## src/rtl/count_value_reader.sv

```systemverilog
// count_value_reader: value-method caller that samples a 4-bit producer counter every PERIOD+2 cycles and unwraps it to EXT_W bits.
// Latency: RV captured in REQ cycle N shows on ext_count/last_sample after the edge ending cycle N+1; sample_valid pulses in cycle N+1.
// Backpressure: REQ holds with EN = RDY until the producer is ready. Optional delta checking under COUNT_VALUE_READER_CHECK_EN.
module count_value_reader #(
    parameter int PERIOD     = 12000000,
    parameter int PRESCALE_W = 24,
    parameter int EXT_W      = 16
) (
    input  logic             CLK,
    input  logic             RST_N,
    input  logic             count_value_RDY,
    output logic             count_value_EN,
    input  logic [3:0]       count_value_RV,
    output logic [EXT_W-1:0] ext_count,
    output logic             sample_valid,
    output logic [3:0]       last_sample,
    output logic [4:0]       led,
    output logic             err
);

    typedef enum logic [1:0] {
        WAIT   = 2'd0,
        REQ    = 2'd1,
        UPDATE = 2'd2
    } state_t;

    localparam logic [PRESCALE_W-1:0] RELOAD = PRESCALE_W'(PERIOD - 1);

    state_t                state;
    state_t                stateNext;
    logic [PRESCALE_W-1:0] prescaler;
    logic                  first;
    logic [3:0]            sample;
    logic [3:0]            delta;

    // Modular difference is the true advance whenever the producer moved fewer than 16 steps.
    assign delta = sample - last_sample;

    always_comb begin
        stateNext      = state;
        count_value_EN = 1'b0;
        sample_valid   = 1'b0;
        case (state)
            WAIT: begin
                if (prescaler == '0) begin
                    stateNext = REQ;
                end
            end
            REQ: begin
                count_value_EN = count_value_RDY & RST_N;
                if (count_value_RDY) begin
                    stateNext = UPDATE;
                end
            end
            UPDATE: begin
                sample_valid = RST_N;
                stateNext    = WAIT;
            end
            default: begin
                stateNext = WAIT;
            end
        endcase
    end

    always_ff @(posedge CLK) begin
        if (!RST_N) begin
            state       <= WAIT;
            prescaler   <= RELOAD;
            first       <= 1'b1;
            sample      <= '0;
            ext_count   <= '0;
            last_sample <= '0;
        end else begin
            state <= stateNext;
            case (state)
                WAIT: begin
                    if (prescaler != '0) begin
                        prescaler <= prescaler - PRESCALE_W'(1);
                    end
                end
                REQ: begin
                    if (count_value_RDY) begin
                        sample <= count_value_RV;
                    end
                end
                UPDATE: begin
                    if (first) begin
                        ext_count <= {{(EXT_W-4){1'b0}}, sample};
                        first     <= 1'b0;
                    end else begin
                        ext_count <= ext_count + EXT_W'(delta);
                    end
                    last_sample <= sample;
                    prescaler   <= RELOAD;
                end
                default: begin
                    prescaler <= RELOAD;
                end
            endcase
        end
    end

`ifdef COUNT_VALUE_READER_CHECK_EN
    // A +1/cycle producer advances PERIOD+2 plus one per stalled REQ cycle between captures.
    localparam logic [3:0] BASE_ADVANCE = 4'((PERIOD + 2) % 16);

    logic [3:0] stall;
    logic [3:0] expectedDelta;
    logic       errReg;

    assign expectedDelta = BASE_ADVANCE + stall;

    always_ff @(posedge CLK) begin
        if (!RST_N) begin
            stall  <= '0;
            errReg <= 1'b0;
        end else begin
            if (state == REQ && !count_value_RDY) begin
                stall <= stall + 4'd1;
            end else if (state == UPDATE) begin
                stall <= '0;
            end
            if (state == UPDATE && !first && delta != expectedDelta) begin
                errReg <= 1'b1;
            end
        end
    end

    assign err = errReg;
`else
    assign err = 1'b0;
`endif

    assign led = {err, ext_count[EXT_W-1 -: 4]};

endmodule

```

## config.mk

```make
export PLATFORM = sky130hd
export DESIGN_NAME = count_value_reader
export DESIGN_NICKNAME = d
export VERILOG_FILES = /design/src/rtl/count_value_reader.sv
export SDC_FILE = /design/constraint.sdc
export NUM_CORES = 1
export LEC_CHECK = 0
export ABC_CLOCK_PERIOD_IN_PS = 2300
export CORE_ASPECT_RATIO = 1.4
export CORE_MARGIN = 2
export CORE_UTILIZATION = 51
export CTS_BUF_LIST = sky130_fd_sc_hd__clkbuf_4
export CTS_CLUSTER_SIZE = 8
export DETAILED_ROUTE_END_ITERATION = 6
export PLACE_DENSITY = 0.77
export RECOVER_POWER = 25
export SLEW_MARGIN = 25
export SYNTH_ARGS = -nofsm -noshare
export SYNTH_HDL_FRONTEND = slang
export SYNTH_SLANG_ARGS = --single-unit
```

## constraint.sdc

```tcl
create_clock -name CLK -period 2.3 [get_ports CLK]
set_clock_uncertainty 0.15 [all_clocks]
set_input_delay 0.69 -clock CLK [delete_from_list [all_inputs] [get_ports CLK]]
set_output_delay 0.69 -clock CLK [all_outputs]
set_load 0.05 [all_outputs]
```

After elaboration in Yosys (flattened, before gate mapping)

Index checks and enable logic that the tools add are counted.

Muxes and demuxes: 8
Equality and inequality tests: 5
Reduce and logical (&&, ||, !) cells: 6
Bitwise gates (word level): 2
Add/subtract/negate cells: 3

Operators with widths:

| cell                                                 | count |
|---|---|
| case mux 24 bit (2 select lines)                     | 1 |
| logical NOT 24 bit                                   | 1 |
| two-way mux 24 bit                                   | 1 |
| nonzero test 24 bit                                  | 1 |
| subtractor 24 x 1 -> 24 bit (second input constant)  | 1 |
| adder 16 x 4 -> 16 bit                               | 1 |
| two-way mux 16 bit                                   | 1 |
| != test 2 bit (second input constant)                | 3 |
| AND reduction 2 bit                                  | 3 |
| two-way mux 2 bit                                    | 2 |
| case mux 2 bit (2 select lines)                      | 1 |
| subtractor 4 bit                                     | 1 |
| equality test 2 x 1 -> 1 bit (second input constant) | 1 |
| equality test 2 bit (second input constant)          | 1 |
| logical NOT 2 bit                                    | 1 |
| two-way mux 1 bit                                    | 2 |
| AND 1 bit                                            | 1 |
| NOT 1 bit                                            | 1 |

Logic and storage cells: 30
Input bits: 7
Register bits: 51

Longest topological paths before layout

Gate-level depths: netlist (run 1).

Depth after elaboration: 3
Depth in mapped cells: 12
Gate-level depth less buffers: 12

Worst setup path after synthesis (run 1)

OpenSTA, ideal clock, no wires.

Path kind: reg2reg
From: reg last_sample[1]
To: reg ext_count[15]
Slack: -603 ps
Library setup time: 65 ps
Period minus slack after synthesis: 2,903 ps
Data arrival time: 2,688 ps
Cell stages (with the launch flop): 12
Buffers on the path: 0
Cell sequence: dfxtp_1 > inv_1 > ha_1 > a21o_1 > a21oi_1 > xnor2_1 > ha_1 > nand3_1 > o211ai_1 > nand4_1 > xor2_1 > nor2_1

Word-level cells in the longest chain between the ends: 3

Ends and longest elaborated chain:

| element                | line | text |
|---|---|---|
| start, declared        | 16   | `output logic [3:0] last_sample,` |
| start signal, assigned | 93   | `last_sample <= sample;` |
| subtractor 4 bit       | 37   | `assign delta = sample - last_sample;` |
| adder 16 x 4 -> 16 bit | 91   | `ext_count <= ext_count + EXT_W'(delta);` |
| two-way mux 16 bit     | 87   | `if (first) begin` |
| end signal, assigned   | 88   | `ext_count <= {{(EXT_W-4){1'b0}}, sample};` |
| end signal, assigned   | 91   |  |
| end, declared          | 14   | `output logic [EXT_W-1:0] ext_count,` |

Every way passes these cells.
A chain may end at the register's enable or synchronous reset.

Final worst setup path (run 1)

From: reg sample[0]
To: reg ext_count[9]

Word-level cells in the longest chain between the ends: 3

Ends and longest elaborated chain:

| element                | line | text |
|---|---|---|
| start, declared        | 33   | `logic [3:0] sample;` |
| start signal, assigned | 83   | `sample <= count_value_RV;` |
| subtractor 4 bit       | 37   |  |
| adder 16 x 4 -> 16 bit | 91   |  |
| two-way mux 16 bit     | 87   |  |

Every way passes these cells.

==> results of run 1 <==
==> timing repair <==
item / 4_1_cts / 5_1_grt
setup endpoints to repair: 15 / 15
resized for setup: 13 / 8
buffers inserted: 3 / 0
pin swaps: 14 / 6
==> Yosys cell counts, types with 6 or more instances <==
master / n
dfxtp_1: 51
ha_1: 8
nand2_1: 32
xor2_1: 13
a21oi_1: 15
nand3_1: 14
nor4_1: 7
mux2i_1: 7
or3_1: 9
inv_1: 10
a31oi_1: 6
nor2_1: 38
nor3_1: 6
o21ai_0: 14
buf_4: 6
clkbuf_1: 9
xnor2_1: 7
==> cell type report <==
| cell class | instances | area, µm² |
|---|---|---|
| flip-flops and latches | 51 | 1030 |
| repair buffers | 63 | 508 |
| clock buffers | 5 | 37.5 |
| clock inverters | 3 | 38.8 |
| inverters | 11 | 45.0 |
| well taps | 64 | 80.1 |
| fillers | 408 | 1590 |
| multi-input cells | 230 | 1510 |
==> worst max-delay path, delay by kind of cell (launching register included) <==
kind / cells / cell delay [ps]
and+or+nand+nor: 2 / 100
buffers and inverters: 4 / 380
DFF: 1 / 350
adders and majority gates: 3 / 890
AOI/OAI and AO/OA: 2 / 290
xor gates and xnor gates: 1 / 150
==> power by group through the flow <==
stage	Combinational [mW]	Sequential (mW)	Clock [mW]
final	0.0601	0.888	0.511
after floorplan	0.0336	0.906	0
after CTS	0.0612	0.888	0.524
after global routing	0.0654	0.889	0.557
after global placement	0.0620	0.907	0
after detailed placement	0.0621	0.907	0
==> through the flow <==
| step | TNS (ps) | worst slack (ps) | total power, mW |
|---|---|---|---|
| after floorplan | -1310 | -228 | 0.940 |
| after global placement | -2920 | -275 | 0.969 |
| after detailed placement | -3510 | -286 | 0.969 |
| after CTS | -1190 | -168 | 1.47 |
| after global routing | -2910 | -271 | 1.51 |
| final | -1270 | -119 | 1.46 |
==> per-layer routing <==
metal | GRT usage [%] | vias to the layer above | part of all wire (%)
met4 | 8.50 | 0 | 1.8
met2 | 41.5 | 55 | 54
met5 | 0 | - | 0
met1 | 24.5 | 1092 | 41
li1 | - | 1186 | -
met3 | 3.86 | 9 | 3.1
==> final timing paths <==
kind | start | to | slack [ps] | cells past startpoint
setup / recovery | sample[0] | ext_count[9] | -120 | 12
setup reg to reg | sample[0] | ext_count[9] | -120 | 12
hold reg to reg | prescaler[15] | prescaler[15] | 320 | 2
hold / removal | prescaler[15] | prescaler[15] | 320 | 2
==> logic make-up (layout without fill, tap and decap cells) <==
logic type	after synthesis	after routing	share of synthesized area, %
adders and majority gates	10	10	5.45
DFF	51	51	39.7
muxes	7	7	2.73
buffers and inverters	28	82	5.06
xor gates and xnor gates	20	20	6.81
AOI/OAI and AO/OA	53	53	12.8
and+or+nand+nor	138	138	27.3
other	1	2	0.146
==> registers in the layout, summed over array words and instances (netlist names) <==
signal / flops
sample: 4
state: 2
ext_count: 16
prescaler: 24
last_sample: 4
first: 1
==> results.yml, run 1 <==
outcome:
  status: "finished with violations"
  violations: "negative setup slack"
job:
  cap_violations: 0
timing:
  setup_ws_ps: -119
  slew_viol_final: 0
  hold_ws_ps: 324
  setup_viol: 15
  clock.fmax_ghz: 0.413
  fin_crit_ps: 2420
  rsz0062_at_grt: "yes"
  worstMarginPinSlew_ps: 665
  max_slew_margin_pct: 55.9
  hold_viol_final: 0
  fin_crit_sh_pct: 105
clock_network:
  root_buffer: "clkbuf_4"
  htree_levels: 2
  cts-buffers-inserted: 5
  holdBufCountCts: 0
  clockBufferDepth: 2
  cts_tree: "yes"
  clkTransAtPathRegs_ps: 150
  insertion_delay_ps: 360
  clock-sinks: 51
synthesis:
  netlist_area_um2: 2570
  synth.largest_area_cell: "dfxtp_1"
  ys.flop_type: "dfxtp_1"
  ys_top_cells_by_area: "dfxtp_1, nor2_1, nand2_1"
  yosys_register_bits: 51
  ys_types: 48
  synth.avg_cell_area_um2: 8.35
  synth_edf_count: 0
  ys_seq_area_share_pct: 39.7
  syn-instance-count: 308
  ys_async_sr_fraction_pct: 0
  synth_warnings: 0
  yosysTopAreaCellShare_pct: 39.7
pwr:
  p_clk_share_pct: 35.0
  power.leakage_nw: 1.30
  p_sw_share_pct: 22.3
  powerDensity_nw_per_um2: 448
  switchingPower_mw: 0.326
  comb_power_share_pct: 4.1
  p_seq_share_pct: 60.9
  peakVddDrop_v: 0.000303
  p_int_mw: 1.13
layout:
  diodes: 0
  fin_util_pct: 67.2
  area_growth_pct: 26.6
  final_cells: 427
  drive_gt1_share_pct: 24.8
  layout.nets: 379
  final_cell_mix: "dfxtp_1, buf_4, nor2_1"
  fin_area_um2: 3260
global_routing:
  grt_max_degree: 16
  antenna_found_initial: 0
  grt_pass1_wl_um: 9920
  grtUsageTotal_pct: 22.1
  grt_overflow_total: 0
  grt_pass1_vias: 2249
detailed_routing:
  drc: 0
  via_per_inst: 5.48
  ant_nets: 0
  first_iter_violations: 153
  totalWireLength_um: 5790
  first_pass_iters: 4
  vias: 2342
  routedWlPerCell_um: 13.6
worst_setup_path:
  crit_path_end_kind: "flop"
  path_cells: "inv_2, ha_4, inv_2, fa_2, ha_4, a21oi_2, o211ai_1, buf_4, buf_4, nand2_2, xor2_1, nor2_1"
  critPathMaxFanout: 4
  critical_path_class: "flop to flop"
  crit_arrival_ps: 2530
  slowest_stage: "fa_2"
  crit_path_start_kind: "flop"
  required_ps: 2410
  slowest_delay_ps: 560
placement:
  dp_cells: 416
  port_buffers: 32
  placed_cell_area_um2: 3130
  dp_hpwl_um: 4220
  gp_congestion: 0.794
floorplan:
  core_um2: 4840
  die-width_um: 64.0
  start_util_pct: 53.1
  pin_count: 35
  rows: 30
  fp.dieH_um: 88.0
  dieArea_um2: 5630
min_path:
  hold_class: "flop to flop"
Note: power is estimated with default switching activity, not from simulation.
==> inputs of run 2 (changes only) <==
CAP_MARGIN = 20   (was default)
CORE_MARGIN = default   (was 2)
SLEW_MARGIN = default   (was 25)
==> run 2 against run 1 <==
The run still ends with negative setup slack left. Count of clock-buffer cells in the layout unchanged. First-iteration DRC count is 5.9% lower. Utilization increased by 2.2 points. Clock power is 24% higher. Total power is 8.5% higher. Final cell count decreased by 0.23%. Critical path depth stayed put. Hold slack better by 13 ps. Register-to-register slack about the same. Maximum frequency about the same. Largest power group unchanged.
==> results.yml, run 2 (synthesized netlist as in run 1, its figures left out) <==
layout:
  area_growth_pct: 30.8
  fin_area_um2: 3360
  final_cell_mix: "dfxtp_1, buf_4, nor2_1"
  layout.nets: 378
  diodes: 0
  regMostFlops: "prescaler"
  reg_top3: "prescaler x24, ext_count x16"
  largest_reg_flops: 24
  drive_gt1_share_pct: 27.6
outcome:
  status: "finished with violations"
  violations: "negative setup slack"
worst_setup_path:
  critical_path_class: "flop to flop"
  reg2reg_slack_ps: -120
  slowest_stage: "fa_2"
  reg2reg_depth: 12
  r2r_start: "sample[0]"
  critPathMaxFanout: 6
  path_cells: "inv_2, ha_4, inv_4, fa_2, xor2_2, ha_4, nand3_2, o211ai_1, buf_4, nand4_1, xor2_1, nor2_1"
  cp_common_cell: "ha_4"
  crit_arrival_ps: 2550
  crit_path_start_kind: "flop"
  r2r_end: "ext_count[15]"
  crit_path_end_kind: "flop"
  required_ps: 2430
  slowest_delay_ps: 360
placement:
  dp_hpwl_um: 4130
  port_buffers: 32
  gp_congestion: 0.815
  placed_cell_area_um2: 3110
detailed_routing:
  first_iter_violations: 144
  vias: 2398
  totalWireLength_um: 6080
  routedWlPerCell_um: 14.3
  drc: 0
  ant_nets: 0
  first_pass_iters: 4
  via_per_inst: 5.63
global_routing:
  grt_max_degree: 17
  antenna_found_initial: 0
  grt_overflow_total: 0
  grt_pass1_vias: 2184
  gr-usage-met2_pct: 42.6
  grt_pass1_wl_um: 9420
  use_met1_pct: 26.1
  grt_util_met3_pct: 3.47
  top_usage_layer: "met2"
  grtUsageTotal_pct: 23.7
floorplan:
  dieArea_um2: 5330
  start_util_pct: 53.1
  fp.dieH_um: 86.0
  die-width_um: 62.0
  core_um2: 4840
  rows: 30
  pin_count: 35
pwr:
  p_total_mw: 1.58
  p_int_mw: 1.25
  comb_power_share_pct: 3.7
  p_seq_share_pct: 56.1
  power.leakage_nw: 1.32
  p_sw_share_pct: 21.3
  peakVddDrop_v: 0.000422
  powerDensity_nw_per_um2: 471
  switchingPower_mw: 0.338
  p_clk_share_pct: 40.2
min_path:
  min_to: "prescaler[15]"
  hold_depth: 2
  hold_class: "flop to flop"
  holdCritStartpoint: "prescaler[15]"
clock_network:
  cts-buffers-inserted: 5
  insertion_delay_ps: 380
  root_buffer: "clkbuf_4"
  clock-sinks: 51
  holdBufCountCts: 0
  htree_levels: 2
  clockBufferDepth: 2
  clkTransAtPathRegs_ps: 160
  cts_tree: "yes"
timing:
  max_slew_margin_pct: 61.1
  fin_crit_ps: 2420
  fin_crit_sh_pct: 105
  rsz0062_at_grt: "yes"
  hold_ws_ps: 336
  hold_viol_final: 0
  setup_viol: 13
  worstMarginPinSlew_ps: 585
  setup_ws_ps: -121
  clock.fmax_ghz: 0.413
  slew_viol_final: 0
job:
  cap_violations: 0
==> run 2: changes by cell type in the layout (fill, tap and decap cells not counted), moves of 3 or more <==
cell,delta
ha_4,+3
nand3_1,-3
clkbuf_1,-3
ha_1,-3
nand3_2,+3
==> run 2: area by class of cell <==
class                           count  area [µm²]
Clock buffer                        5        37.5
Fill cell                         384        1480
Multi-Input combinational cell    230        1590
Tap cell                           64        80.1
Timing Repair Buffer               62         509
Inverter                           11        47.5
Sequential cell                    51        1030
Clock inverter                      3        67.6
==> run 2: critical path: cells and delay by family (launching register included) <==
kind,cells,cell delay (ps)
adder cells (fa/ha/maj),3,780
flip-flops,1,350
XOR/XNOR,2,320
buffers and inverters,3,280
AND/OR/NAND/NOR,3,250
AO/OA/AOI/OAI,1,190
==> run 2: worst max-delay path by stage <==
| stage | start | cells after the start | to | slack [ps] |
|---|---|---|---|---|
| floorplan | last_sample[0] | 10 | ext_count[15] | -230 |
| global placement | RST_N | 4 | count_value_EN | -280 |
| detailed placement | RST_N | 4 | sample_valid | -290 |
| CTS | sample[0] | 10 | ext_count[8] | -110 |
| global route | sample[0] | 12 | ext_count[15] | -230 |
| finish | sample[0] | 12 | ext_count[15] | -120 |
==> run 2: power by group through the flow <==
| stage | clock network [mW] | logic, mW | registers [mW] |
|---|---|---|---|
| 6_report | 0.636 | 0.0589 | 0.888 |
| 5_1_grt | 0.683 | 0.0639 | 0.890 |
| 4_1_cts | 0.648 | 0.0591 | 0.889 |
| 3_5_place_dp | 0 | 0.0597 | 0.908 |
| 3_3_place_gp | 0 | 0.0596 | 0.907 |
| 2_1_floorplan | 0 | 0.0336 | 0.906 |
==> run 2: through the flow <==
stage | setup TNS [ps] | utilization (%) | setup slack [ps] | instances
6_report | -958 | 69.5 | -121 | 426
5_1_grt | -2190 | 69.5 | -230 | 426
4_1_cts | -636 | 67.7 | -110 | 424
3_5_place_dp | -4100 | 64.3 | -294 | 414
3_3_place_gp | -2980 | 64.3 | -278 | 414
2_1_floorplan | -1310 | - | -228 | 309
==> run 2: timing repair <==
action                     CTS  global route
resized for setup           16            15
setup endpoints to repair   16            15
pin swaps                   19            12
buffers inserted             2             2
==> run 2: metal layers <==
layer	wire, µm	vias to the layer above
met3	160	10
met5	0	-
met2	3230	50
met4	120	0
met1	2570	1154
li1	-	1184
==> inputs of run 3 (changes only) <==
CORE_UTILIZATION = 49   (was 51)
CTS_BUF_LIST = sky130_fd_sc_hd__clkbuf_8 sky130_fd_sc_hd__clkbuf_16   (was sky130_fd_sc_hd__clkbuf_4)
PLACE_DENSITY = 0.74   (was 0.77)
==> run 3 against run 2 <==
The flow still finishes with violations (negative setup slack). First-iteration DRC count decreased by 4.2%. Sequential power is essentially flat. Largest cell class unchanged. Sequential share of layout area up 0.42 points. Global-route usage shrank 2.3 points. Non-clock buffer count is 1 higher.
==> results.yml, run 3 (synthesized netlist as in run 1, its figures left out) <==
global_routing:
  grt_overflow_total: 0
  grt_pass1_vias: 2110
  antenna_found_initial: 0
  grtUsageTotal_pct: 21.4
  grt_pass1_wl_um: 9410
  grt_max_degree: 16
layout:
  final_cell_mix: "buf_4, dfxtp_1, nor2_1"
  layout.nets: 379
  diodes: 0
  drive_gt1_share_pct: 26.2
  regMostFlops: "prescaler"
  reg_top3: "prescaler x24, ext_count x16"
  area_growth_pct: 29.1
  fin_util_pct: 67.0
  final_common_cell: "buf_4"
  fin_area_um2: 3320
  largest_reg_flops: 24
clock_network:
  clockBufferDepth: 2
  insertion_delay_ps: 310
  cts-buffers-inserted: 5
  cts_tree: "yes"
  htree_levels: 2
  root_buffer: "clkbuf_8"
  holdBufCountCts: 0
  clkTransAtPathRegs_ps: 100
  clock-sinks: 51
min_path:
  hold_class: "flop to flop"
worst_setup_path:
  cp_top_family: "adder cells"
  critical_path_class: "flop to flop"
  crit_arrival_ps: 2480
  slowest_delay_ps: 470
  required_ps: 2340
  crit_path_start_kind: "flop"
  slowest_stage: "fa_2"
  crit_path_end_kind: "flop"
  cp_num_buf_inv: 2
  path_cells: "inv_2, ha_4, inv_2, fa_2, fa_2, a211oi_2, nor2_2, and3_4, xnor2_2, nor2_1"
  critPathMaxFanout: 5
detailed_routing:
  first_iter_violations: 138
  vias: 2337
  ant_nets: 0
  first_pass_iters: 4
  totalWireLength_um: 5950
  via_per_inst: 5.47
  routedWlPerCell_um: 13.9
  drc: 0
placement:
  gp_congestion: 0.787
  dp_hpwl_um: 4120
  placed_cell_area_um2: 3100
  port_buffers: 32
timing:
  slew_viol_final: 0
  worstMarginPinSlew_ps: 627
  rsz0062_at_grt: "yes"
  clock.fmax_ghz: 0.410
  setup_ws_ps: -139
  max_slew_margin_pct: 58.2
  hold_viol_final: 0
  timing.setup.tns_ps: -1680
  hold_ws_ps: 321
  fin_crit_sh_pct: 106
  setup_viol: 18
  fin_crit_ps: 2440
pwr:
  p_total_mw: 1.61
  power.leakage_nw: 1.31
  peakVddDrop_v: 0.000329
  powerDensity_nw_per_um2: 485
floorplan:
  start_util_pct: 51.9
  core_um2: 4950
  die-width_um: 63.2
  rows: 30
  fp.dieH_um: 87.7
  pin_count: 35
  dieArea_um2: 5550
outcome:
  status: "finished with violations"
  violations: "negative setup slack"
job:
  cap_violations: 0
==> run 3: cell types whose count changed in the layout (fill, tap and decap cells not counted), moves of 3 or more <==
cell	previous run	this run
clkbuf_1	3	6
clkbuf_4	6	1
clkbuf_8	0	6
ha_4	6	3
==> run 3: path summary, 6_finish.rpt <==
check | startpoint | endpoint | slack (ps) | cells after the start
worst max-delay path | sample[0] | ext_count[8] | -140 | 10
worst min register to register | prescaler[15] | prescaler[15] | 320 | 2
worst max register to register | sample[0] | ext_count[8] | -140 | 10
worst min-delay path | prescaler[15] | prescaler[15] | 320 | 2
==> run 3: layer usage <==
metal / track usage, % / vias up / share of wire (%)
met4: 6.20 / 0 / 1.9
met3: 4.17 / 10 / 2.7
met1: 24.6 / 1098 / 43
li1: - / 1190 / -
met2: 39.9 / 39 / 53
met5: 0 / - / 0
==> run 3: area by class of cell <==
type,count,area (µm²)
fillers,439,1640
inverters,11,45.0
well taps,64,80.1
clock inverters,2,35.0
flip-flops and latches,51,1030
multi-input cells,230,1540
clock buffers,6,82.6
repair buffers,63,500
==> run 3: timing repair <==
action                                  4_1_cts  5_1_grt
cloned                                        0        0
endpoints found under the setup margin       15       15
setup buffers                                 2        5
gates resized for setup                      11       10
pin swaps                                    12        9
==> run 3: worst min-delay path, stage by stage (launching register included) <==
cell     delay, ps
dfxtp_1        320
o41ai_1         60
a21oi_1         60
==> run 3: metrics by stage <==
step / std cells / worst slack [ps]
final: 427 / -139
after global placement: 412 / -271
after global routing: 427 / -236
after CTS: 422 / -117
after floorplan: 309 / -228
after detailed placement: 412 / -272
==> run 3: power breakdown <==
group | total, mW | internal (mW) | switching (mW)
Clock | 0.660 | 0.353 | 0.308
Combinational | 0.0609 | 0.0247 | 0.0362
Sequential | 0.887 | 0.883 | 0.00357
